<file path="config.mk">
export PLATFORM = sky130hd
export DESIGN_NAME = basket_controller
export DESIGN_NICKNAME = d
export VERILOG_FILES = /design/src/rtl/basket_controller.sv
export SDC_FILE = /design/constraint.sdc
export NUM_CORES = 1
export LEC_CHECK = 0
export ABC_AREA = 1
export BUFFER_PORTS_ARGS = -buffer_cell sky130_fd_sc_hd__buf_4
export CORE_ASPECT_RATIO = 0.75
export CORE_MARGIN = 2
export CORE_UTILIZATION = 51
export DETAILED_ROUTE_END_ITERATION = 6
export GPL_ROUTABILITY_DRIVEN = 0
export GPL_TIMING_DRIVEN = 0
export PLACE_DENSITY = 0.65
export SLEW_MARGIN = 20
export SYNTH_ARGS = -nofsm -noshare
export SYNTH_HDL_FRONTEND = slang
export SYNTH_SLANG_ARGS = --single-unit
</file>
<file path="constraint.sdc">
create_clock -name CLOCK_50 -period 7.02 [get_ports CLOCK_50]
set_clock_uncertainty 0.1 [all_clocks]
set_input_delay 1.053 -clock CLOCK_50 [delete_from_list [all_inputs] [get_ports CLOCK_50]]
set_output_delay 1.053 -clock CLOCK_50 [all_outputs]
set_load 0.05 [all_outputs]
</file>
<file path="src/rtl/basket_controller.sv">
// rtl/basket_controller.sv - compacted shopping-basket storage with merge, cancel-compaction and running total
module basket_controller #(
  parameter int MAX_ITEMS = 8,
  parameter int IDX_W     = 3,
  parameter int MAX_QTY   = 7,
  parameter int TOT_W     = 6
) (
  input  logic             CLOCK_50,
  input  logic             RESET,
  input  logic             add_req,
  input  logic [3:0]       add_id,
  input  logic [2:0]       add_qty,
  input  logic             cancel_req,
  input  logic             cur_up,
  input  logic             cur_down,
  input  logic             clear_req,
  input  logic [IDX_W-1:0] rd_idx,
  output logic [3:0]       rd_id,
  output logic [2:0]       rd_qty,
  output logic [IDX_W:0]   count,
  output logic [IDX_W-1:0] cursor,
  output logic [TOT_W-1:0] total_qty,
  output logic             busy,
  output logic             full,
  output logic             err
);

  localparam logic [1:0] ST_IDLE   = 2'd0;
  localparam logic [1:0] ST_SEARCH = 2'd1;
  localparam logic [1:0] ST_SHIFT  = 2'd2;

  localparam logic [IDX_W:0] CNT_MAX = (IDX_W+1)'(MAX_ITEMS);
  localparam logic [3:0]     QTY_SAT = 4'(MAX_QTY);

  logic [3:0]       id_mem  [MAX_ITEMS];
  logic [2:0]       qty_mem [MAX_ITEMS];
  logic [1:0]       state;
  logic [IDX_W:0]   scan;
  logic [3:0]       lat_id;
  logic [2:0]       lat_qty;
  logic [IDX_W:0]   cnt;
  logic [IDX_W-1:0] cur;
  logic [TOT_W-1:0] tot;
  logic             err_r;

  logic [IDX_W-1:0] scan_idx;
  logic [IDX_W-1:0] scan_nxt;
  logic [IDX_W:0]   cnt_m1;
  logic [3:0]       qty_sum;
  logic [2:0]       qty_new;
  logic [2:0]       qty_delta;

  always_comb begin
    scan_idx  = scan[IDX_W-1:0];
    scan_nxt  = scan_idx + IDX_W'(1);
    cnt_m1    = cnt - (IDX_W+1)'(1);
    qty_sum   = {1'b0, qty_mem[scan_idx]} + {1'b0, lat_qty};
    // Merge saturates; only the quantity actually added reaches the total
    qty_new   = (qty_sum > QTY_SAT) ? QTY_SAT[2:0] : qty_sum[2:0];
    qty_delta = qty_new - qty_mem[scan_idx];
  end

  always_ff @(posedge CLOCK_50 or posedge RESET) begin
    if (RESET) begin
      for (int i = 0; i < MAX_ITEMS; i++) begin
        id_mem[i]  <= 4'd0;
        qty_mem[i] <= 3'd0;
      end
      state   <= ST_IDLE;
      scan    <= '0;
      lat_id  <= 4'd0;
      lat_qty <= 3'd0;
      cnt     <= '0;
      cur     <= '0;
      tot     <= '0;
      err_r   <= 1'b0;
    end else begin
      err_r <= 1'b0;
      case (state)
        ST_IDLE: begin
          if (clear_req) begin
            cnt <= '0;
            cur <= '0;
            tot <= '0;
            for (int i = 0; i < MAX_ITEMS; i++) qty_mem[i] <= 3'd0;
          end else if (cancel_req) begin
            if (cnt == '0) begin
              err_r <= 1'b1;
            end else begin
              tot   <= tot - TOT_W'(qty_mem[cur]);
              scan  <= {1'b0, cur};
              state <= ST_SHIFT;
            end
          end else if (add_req) begin
            if (add_qty == 3'd0) begin
              err_r <= 1'b1;
            end else begin
              lat_id  <= add_id;
              lat_qty <= add_qty;
              scan    <= '0;
              state   <= ST_SEARCH;
            end
          end else if (cur_up) begin
            if (cur != '0) cur <= cur - IDX_W'(1);
          end else if (cur_down) begin
            if (({1'b0, cur} + (IDX_W+1)'(1)) < cnt) cur <= cur + IDX_W'(1);
          end
        end
        ST_SEARCH: begin
          if (scan == cnt) begin
            if (cnt == CNT_MAX) begin
              err_r <= 1'b1;
            end else begin
              id_mem[cnt[IDX_W-1:0]]  <= lat_id;
              qty_mem[cnt[IDX_W-1:0]] <= lat_qty;
              cnt <= cnt + (IDX_W+1)'(1);
              tot <= tot + TOT_W'(lat_qty);
            end
            state <= ST_IDLE;
          end else if (id_mem[scan_idx] == lat_id) begin
            qty_mem[scan_idx] <= qty_new;
            tot   <= tot + TOT_W'(qty_delta);
            state <= ST_IDLE;
          end else begin
            scan <= scan + (IDX_W+1)'(1);
          end
        end
        ST_SHIFT: begin
          if (scan < cnt_m1) begin
            id_mem[scan_idx]  <= id_mem[scan_nxt];
            qty_mem[scan_idx] <= qty_mem[scan_nxt];
            scan <= scan + (IDX_W+1)'(1);
          end else begin
            id_mem[scan_idx]  <= 4'd0;
            qty_mem[scan_idx] <= 3'd0;
            cnt <= cnt_m1;
            // Removing the last entry pulls the highlight back onto the new tail
            if (cnt_m1 != '0 && {1'b0, cur} == cnt_m1) cur <= cur - IDX_W'(1);
            state <= ST_IDLE;
          end
        end
        default: state <= ST_IDLE;
      endcase
    end
  end

  assign rd_id     = id_mem[rd_idx];
  assign rd_qty    = ({1'b0, rd_idx} < cnt) ? qty_mem[rd_idx] : 3'd0;
  assign count     = cnt;
  assign cursor    = cur;
  assign total_qty = tot;
  assign busy      = (state != ST_IDLE);
  assign full      = (cnt == CNT_MAX);
  assign err       = err_r;

endmodule

</file>
Word-level counts from Yosys, hierarchy flattened
Index checks and enable logic that the tools add are counted.
Widths: inputs -> output; s select.

cells by class
  add/sub/neg operators = 12
  $mul = 0
  divide/modulo/power cells = 0
  order comparisons = 11
  equality and inequality tests = 27
  shifts and indexed selects = 0
  mux-type cells = 94
  bitwise operators = 12
  reductions and logical operators = 21

operator list
  cell                count
  $mux 24             5
  $mux 32             3
  $mux 4              20
  $bwmux 24           3
  $pmux 24 s3         1
  $bwmux 32           2
  $pmux 32 s2         1
  $mux 3              21
  $bmux 3 s3          4
  $bmux 4 s3          3
  $mux 6              6
  $and 32x32->32      1
  $not 32->32         1
  $ne 3x3->1 const B  9
  $and 24x24->24      1
  $demux 4 s3         2
  $not 24->24         1
  $pmux 4 s3          2
  $ge 4x4->1 const B  5
  $not 3->4           5
  $demux 3 s3         2
  $ne 2x2->1 const B  9
  $mux 2              8
  $reduce_and 8->1    2
  36 further kinds    60

word-level totals
  flip-flop bits (word level) = 83
  bits in latches = 0
  memory bits (writable) = 0
  bits in read-only memories = 0
  logic and storage cells = 201
  memories = 0

Logic depth before layout (Yosys ltp)
Gate-level depths: netlist of run 1.

  word-level depth = 12
  depth in mapped cells = 27

Least setup slack after synthesis of run 1
OpenSTA, ideal clock, no wires.

  kind = register to register
  from = reg scan[0]
  to = reg tot[5] (netlist: total_qty[5])
  setup time = 65 ps
  arrival time = 4,450 ps
  data required time = 6,855 ps
  path slack = 2,405 ps
  cell stages (with the launch flop) = 28
  period minus slack after synthesis = 4,615 ps
  cell sequence = dfrtp_1 -> buf_2 -> buf_4 -> buf_2 -> nand2_1 -> clkbuf_1 -> o22ai_1 -> a221oi_1 -> o2111ai_1 -> ha_1 -> nand3_1 -> and2_1 -> nand2_1 -> inv_1 -> fa_1 -> xnor2_1 -> xor2_1 -> o21ai_1 -> ha_1 -> nand3_1 -> nand3_1 -> nand2_1 -> nor2_1 -> xor2_1 -> nand2_1 -> o21ai_0 -> nand3_1 -> nand2_1

between the ends
  longest elaborated chain between the ends = 12
  elaborated cells between the ends (all ways) = 20
  classes of those cells = add/sub (3); order compare (1); eq/ne (4); mux (10); bitwise (1); reduce/logical (1)

ends and longest elaborated chain
  element                                    RTL line     RTL
  start: declaration                         38           logic [IDX_W:0] scan;
  start signal: assignment                   91           scan <= {1'b0, cur};
  start signal: assignment                   125          scan <= scan + (IDX_W+1)'(1);
  start signal: assignment                   132          scan <= scan + (IDX_W+1)'(1);
  $not 3->4 (not written as such)            57, 60, 120
  $bmux 3 s3                                 57, 60
  $mux 3 (not written as such) (2 in a row)  57, 60
  $add 3x3->4                                57           qty_sum = {1'b0, qty_mem[scan_idx]} + {1'b0, lat_qty};
  $gt 4x3->1                                 59           qty_new = (qty_sum > QTY_SAT) ? QTY_SAT[2:0] : qty_sum[2:0];
  $mux 3                                     59
  $sub 3x3->3                                60           qty_delta = qty_new - qty_mem[scan_idx];
  $add 6x3->6                                122          tot <= tot + TOT_W'(qty_delta);
  $mux 6                                     120          end else if (id_mem[scan_idx] == lat_id) begin
  $mux 6                                     110          if (scan == cnt) begin
  $pmux 6 s2                                 79           case (state)
  end signal: assignment                     90           tot <= tot - TOT_W'(qty_mem[cur]);
  end signal: assignment                     117          tot <= tot + TOT_W'(lat_qty);
  end signal: assignment                     122
  end: declaration                           43           logic [TOT_W-1:0] tot;

Parallel ways exist; a longest one is shown, timed or not. The select of a mux whose other input is x is not followed.
A chain may end at the register's enable or synchronous reset.

Worst setup path after layout of run 1
Ends and elaborated chain as after synthesis.

==> flow_metrics.env, run 1 <==
export IMPL_outcome="finished, final reports clean"
export IMPL_hp_class="reg2reg"
export IMPL_setup_tns_ps=0
export IMPL_ys_ff_latch=83
export IMPL_yosysWarnings=0
export IMPL_start_kind="flop"
export IMPL_worstPathMaxFanout=10
export IMPL_first_pass_iters=6
export IMPL_hold_end="id_mem[13]$_DFFE_PP0P_"
export IMPL_syn2layout_area_growth_pct=10.4
export IMPL_finalCritPeriodShare_pct=84.0
export IMPL_ys_seq_area_share_pct=23.7
export IMPL_insertion_delay_ps=360
export IMPL_grt_overflow=0
export IMPL_fmax_ghz=0.170
export IMPL_cts_tree="yes"
export IMPL_endpoint_kind="flop"
export IMPL_synth_edff_count=0
export IMPL_start_util_pct=52.1
export IMPL_track_usage_pct=38.7
export IMPL_grt_pass1_vias=9292
export IMPL_critPathMaxStageDelay_ps=560
export IMPL_syn_instance_count=1474
export IMPL_place_ws_ps=1300
export IMPL_finalSetupViolCount=0
export IMPL_final_cells=1745
export IMPL_dp_hpwl_um=26900
export IMPL_wl_per_cell_um=20.5
export IMPL_hold_viol_final=0
export IMPL_drc_errors=0
export IMPL_path_buf_inv=5
export IMPL_rrSetupSlack_ps=1120
export IMPL_crit_family="simple AND/OR/NAND/NOR gates"
export IMPL_synth_ff_type="dfrtp_1"
export IMPL_viasPerCell=6.12
export IMPL_via_count=10700
export IMPL_async_reset_ff_share_pct=100
export IMPL_synth_nets=1526
export IMPL_wl_um=35800
export IMPL_min_delay_start="id_mem[13]$_DFFE_PP0P_"
export IMPL_numCtsBuffers=9
export IMPL_final_common_cell="nand2_1"
export IMPL_cts_sinks=83
export IMPL_path_clk_slew_ps=80
export IMPL_worstReg2RegStart="scan[0]$_DFFE_PP0P_"
export IMPL_die_h_um=118
export IMPL_dieArea_um2=18300
export IMPL_syn_area_um2=8760
export IMPL_power_leakage_uw=0.00481
export IMPL_coreArea_um2=16800
export IMPL_cts_max_path_buffers=2
export IMPL_port_buffers=39
export IMPL_cts_root_buf="clkbuf_16"
export IMPL_powerDensity_nw_per_um2=601
export IMPL_slew_violations=0
export IMPL_worst_r2r_cell_count=27
export IMPL_h_tree_depth=3
export IMPL_worst_hold_slack_ps=420
export IMPL_detail_route_antenna_nets=0
export IMPL_placed_cells=1729
export IMPL_final_nets=1577
export IMPL_fin_crit_ps=5900
export IMPL_synth_cell_types=47
export IMPL_worstHoldPathCells=2
export IMPL_rows=41
export IMPL_tightest_slew_ps=1100
export IMPL_vdd_drop_max_mv=0.317
export IMPL_drt_iter0_markers=1582
export IMPL_grt_pass1_wl_um=54200
export IMPL_crit_arrival_ps=6100
export IMPL_cts_hold_buf=0
export IMPL_final_cell_mix="nand2_1, nand3_1, o21ai_0"
export IMPL_fillers=1757
export IMPL_total_power_uw=5820
export IMPL_antenna_found_initial=1
export IMPL_r2r_end="total_qty[5]$_DFFE_PP0P_"
export IMPL_rsz0062_at_grt="no"
export IMPL_post_cts_resized=0
export IMPL_cp_num_cells=27
export IMPL_path_common_cell="nand2_1"
export IMPL_worstPathRequired_ps=7230
export IMPL_slowest_stage="clkbuf_1"
export IMPL_max_cap_violations=0
export IMPL_setup_slack_ps=1120
export IMPL_grt_max_degree=53
export IMPL_post_cts_buffers=0
export IMPL_worstSetupPathType="reg2reg"
export IMPL_relSlewSlack_pct=26.3
export IMPL_drive_above_1_share_pct=8.50
export IMPL_die_w_um=155
export IMPL_io_pins=40
export IMPL_syn_area_per_cell_um2=5.95
export IMPL_antennaDiodeCount=0
-- stage by stage --
stage,instance area (um2),util [%]
final,9680,57.5
after global routing,9680,57.5
after CTS,9680,57.5
after detailed placement,9360,55.6
after global placement,9330,55.4
after floorplan,8760,-
-- cells in the mapped netlist (2+ instances only) --
cell type | instances | area share, %
a21oi_1 | 105 | 6.0
a21oi_4 | 2 | 0.37
a221oi_1 | 6 | 0.60
a22oi_1 | 3 | 0.26
a31oi_1 | 16 | 1.1
and2_1 | 2 | 0.14
buf_1 | 4 | 0.17
buf_2 | 17 | 0.97
buf_6 | 4 | 0.51
clkbuf_1 | 44 | 1.9
dfrtp_1 | 83 | 24
fa_1 | 4 | 0.91
ha_1 | 31 | 4.4
inv_1 | 124 | 5.3
inv_2 | 13 | 0.56
inv_4 | 2 | 0.14
nand2_1 | 505 | 22
nand2_2 | 8 | 0.57
nand2_4 | 4 | 0.51
nand3_1 | 144 | 8.2
nand3_2 | 5 | 0.57
nand4_1 | 7 | 0.50
nor2_1 | 93 | 4.0
nor2_2 | 6 | 0.43
nor2_4 | 4 | 0.51
nor3_1 | 3 | 0.17
o211ai_1 | 3 | 0.26
o21ai_0 | 141 | 8.1
o21ai_1 | 15 | 0.86
o21bai_1 | 3 | 0.26
o22ai_1 | 43 | 3.1
o31ai_1 | 2 | 0.17
xnor2_1 | 4 | 0.40
xor2_1 | 11 | 1.1
-- power by group --
| group | internal (uW) | switching [uW] | total, uW |
|---|---|---|---|
| Sequential | 676 | 241 | 917 |
| Combinational | 1240 | 3120 | 4360 |
| Clock | 315 | 229 | 543 |
| Total | 2230 | 3590 | 5820 |
-- registers in the layout (all words and copies together), names as in the netlist --
signal and flops:
qty_mem 24, lat_id 4, id_mem 32, scan 4
total_qty 6, state 2, lat_qty 3, cursor 3
count 4, err 1
-- how the worst max path moves through the flow --
stage                              startpoint                       end  slack (ps)
final                     scan[0]$_DFFE_PP0P_  total_qty[5]$_DFFE_PP0P_        1120
after global routing      scan[0]$_DFFE_PP0P_  total_qty[5]$_DFFE_PP0P_         760
after CTS                 scan[0]$_DFFE_PP0P_  total_qty[5]$_DFFE_PP0P_        1280
after detailed placement  scan[0]$_DFFE_PP0P_  total_qty[5]$_DFFE_PP0P_        1300
after global placement    scan[0]$_DFFE_PP0P_  total_qty[5]$_DFFE_PP0P_        1370
after floorplan           scan[0]$_DFFE_PP0P_  total_qty[5]$_DFFE_PP0P_        2400
-- logic make-up after synthesis --
kind of cell	after synthesis	share of synthesized area, %
AO/OA/AOI/OAI	344	21.5
XOR/XNOR	16	1.68
adder cells (fa/ha/maj)	35	5.34
buffers and inverters	210	9.69
flip-flops	83	23.7
multiplexers	1	0.128
AND/OR/NAND/NOR	785	38.0
-- tightest hold or removal path: cells and delay by family, from the launching register on --
kind               cells  cell delay [ps]
AOI/OAI and AO/OA      1               60
DFF                    1              360
and+or+nand+nor        1               60
-- metal layers --
layer | global-route usage [%] | up-vias | wire [um]
li1 | - | 4977 | -
met1 | 58.9 | 4817 | 15300
met2 | 51.6 | 770 | 13800
met3 | 11.6 | 110 | 5480
met4 | 11.8 | 0 | 1180
met5 | 0 | - | 0
-- final cells by class --
type / instances / area [um2] / share of cell area (%)
multi-input combinational: 1181 / 5840 / 60.3
sequential: 83 / 2080 / 21.5
inverter: 139 / 529 / 5.47
buffer: 71 / 323 / 3.33
timing repair buffer: 40 / 320 / 3.31
tap: 215 / 269 / 2.78
clock buffer: 9 / 225 / 2.33
clock inverter: 7 / 98.8 / 1.02
Power figures use the tool's default switching activity.
==> run 2: changes to the inputs <==
Settings changed: PLACE_DENSITY 0.65 to 0.68.
Clock period 7.02 ns to 5.1 ns, I/O delays scaled along.
==> run 2 against run 1 <==
Against the previous run:
- the run now ends with DRC left
- routed wire length fell by 2.1%
- core utilization rose by 1.1 points
- combinational power rose by 40%
- sequential cell count is the same
- power increased by 40%
- final area increased by 2.0%
- critical path depth decreased by 1
- highest routed layer unchanged
- hold slack got worse by 74 ps
- count of clock-buffer cells in the layout did not move
- non-clock buffer count rose by 8
- clock power rose by 42%
- first-iteration DRC count grew 3.5%
==> flow_metrics.env, run 2 (same netlist as run 1, synthesis figures left out) <==
export IMPL_outcome="finished with violations"
export IMPL_violations="DRC"
export IMPL_dp_hpwl_um=26500
export IMPL_grt_pass1_vias=9339
export IMPL_start_util_pct=52.1
export IMPL_coreArea_um2=16800
export IMPL_endpoint_kind="flop"
export IMPL_grt_pass1_wl_um=53800
export IMPL_placed_cells=1729
export IMPL_cts_sinks=83
export IMPL_insertion_delay_ps=370
export IMPL_hold_viol_final=0
export IMPL_r2r_end="total_qty[5]$_DFFE_PP0P_"
export IMPL_final_nets=1585
export IMPL_worstSetupPathType="reg2reg"
export IMPL_vdd_drop_max_mv=0.484
export IMPL_cts_max_path_buffers=2
export IMPL_port_buffers=39
export IMPL_drc_errors=6
export IMPL_first_pass_iters=7
export IMPL_dieArea_um2=18300
export IMPL_die_w_um=155
export IMPL_finalCritPeriodShare_pct=94.2
export IMPL_design_area_um2=9870
export IMPL_slew_violations=0
export IMPL_crit_family="simple AND/OR/NAND/NOR gates"
export IMPL_tightest_slew_ps=1010
export IMPL_detail_route_antenna_nets=0
export IMPL_io_pins=40
export IMPL_h_tree_depth=3
export IMPL_antennaDiodeCount=0
export IMPL_rrSetupSlack_ps=300
export IMPL_final_cells=1753
export IMPL_worstPathMaxFanout=19
export IMPL_drt_iter0_markers=1637
export IMPL_wl_per_cell_um=20.0
export IMPL_viasPerCell=6.09
export IMPL_worstReg2RegStart="scan[0]$_DFFE_PP0P_"
export IMPL_finalSetupViolCount=0
export IMPL_cts_hold_buf=0
export IMPL_path_buf_inv=3
export IMPL_worst_r2r_cell_count=26
export IMPL_rows=41
export IMPL_power_leakage_uw=0.00490
export IMPL_via_count=10700
export IMPL_start_kind="flop"
export IMPL_crit_arrival_ps=5020
export IMPL_max_cap_violations=0
export IMPL_fillers=1705
export IMPL_cts_tree="yes"
export IMPL_fin_crit_ps=4800
export IMPL_placed_area_um2=9360
export IMPL_numCtsBuffers=9
export IMPL_largest_reg_flops=32
export IMPL_grt_max_degree=43
export IMPL_slowest_stage="dfrtp_1"
export IMPL_drive_above_1_share_pct=10.1
export IMPL_critPathMaxStageDelay_ps=390
export IMPL_syn2layout_area_growth_pct=12.6
export IMPL_rsz0062_at_grt="no"
export IMPL_antenna_found_initial=1
export IMPL_path_clk_slew_ps=80
export IMPL_track_usage_pct=38.1
export IMPL_largest_register="id_mem"
export IMPL_worstPathRequired_ps=5310
export IMPL_powerDensity_nw_per_um2=825
export IMPL_total_power_uw=8150
export IMPL_cts_root_buf="clkbuf_16"
export IMPL_final_cell_mix="nand2_1, nand3_1, o21ai_0"
export IMPL_wl_um=35000
export IMPL_final_common_cell="nand2_1"
export IMPL_die_h_um=118
export IMPL_hp_class="in2async"
export IMPL_fmax_ghz=0.208
export IMPL_grt_overflow=0
export IMPL_relSlewSlack_pct=32.4
==> run 2: worst max-delay path by stage <==
stage                             start                  endpoint  slack (ps)  depth (start not counted)
floorplan           scan[0]$_DFFE_PP0P_  total_qty[5]$_DFFE_PP0P_         480                         27
finish              scan[0]$_DFFE_PP0P_  total_qty[5]$_DFFE_PP0P_         300                         26
detailed placement  scan[0]$_DFFE_PP0P_  total_qty[5]$_DFFE_PP0P_        -560                         27
global placement    scan[0]$_DFFE_PP0P_  total_qty[5]$_DFFE_PP0P_        -510                         27
global route        scan[0]$_DFFE_PP0P_  total_qty[5]$_DFFE_PP0P_          10                         26
CTS                 scan[0]$_DFFE_PP0P_  total_qty[5]$_DFFE_PP0P_          80                         27
==> run 2: report_power, final <==
| part | switching, uW | internal [uW] | leakage, uW | total (uW) |
|---|---|---|---|---|
| logic | 4320 | 1790 | 0.00369 | 6110 |
| clock network | 329 | 440 | 0.000163 | 770 |
| registers | 340 | 930 | 0.00104 | 1270 |
| total | 4990 | 3160 | 0.00490 | 8150 |
==> run 2: per-stage QoR <==
stage / utilization [%] / worst slack [ps] / setup TNS [ps] / hold slack, ps
floorplan: - / 485 / 0 / 349
global placement: 55.4 / -507 / -1390 / 379
detailed placement: 55.6 / -557 / -1570 / 387
CTS: 58.0 / 78.9 / 0 / 376
global route: 58.7 / 14.6 / 0 / 399
finish: 58.7 / 296 / 0 / 346
==> run 2: final cells by class <==
cell class / instances / area [um2] / area share (%)
Tap cell: 215 / 269 / 2.73
Clock inverter: 7 / 106 / 1.08
Inverter: 139 / 533 / 5.40
Clock buffer: 9 / 225 / 2.28
Multi-Input combinational cell: 1181 / 5910 / 59.8
Buffer: 70 / 352 / 3.56
Timing Repair Buffer: 49 / 400 / 4.06
Sequential cell: 83 / 2080 / 21.1
==> run 2: worst reg2reg max path, delay by kind of cell (launching register included) <==
family / cells / cell delay [ps]
buf+inv: 3 / 650
compound gates: 5 / 730
flops: 1 / 390
simple gates: 12 / 1380
xor+xnor: 3 / 500
fa+ha+maj: 3 / 1010
==> run 2: metal layers <==
layer	routed length (um)	track usage, %	part of all wire (%)
met1	15200	58.3	43
met2	13200	49.5	38
met3	5520	13.0	16
met4	1170	11.1	3.3
met5	0	0	0
==> run 2: timing repair <==
item,in CTS,in global routing
endpoints found under the setup margin,5,3
gates resized for setup,15,22
pin swaps,4,5
setup buffers,3,6
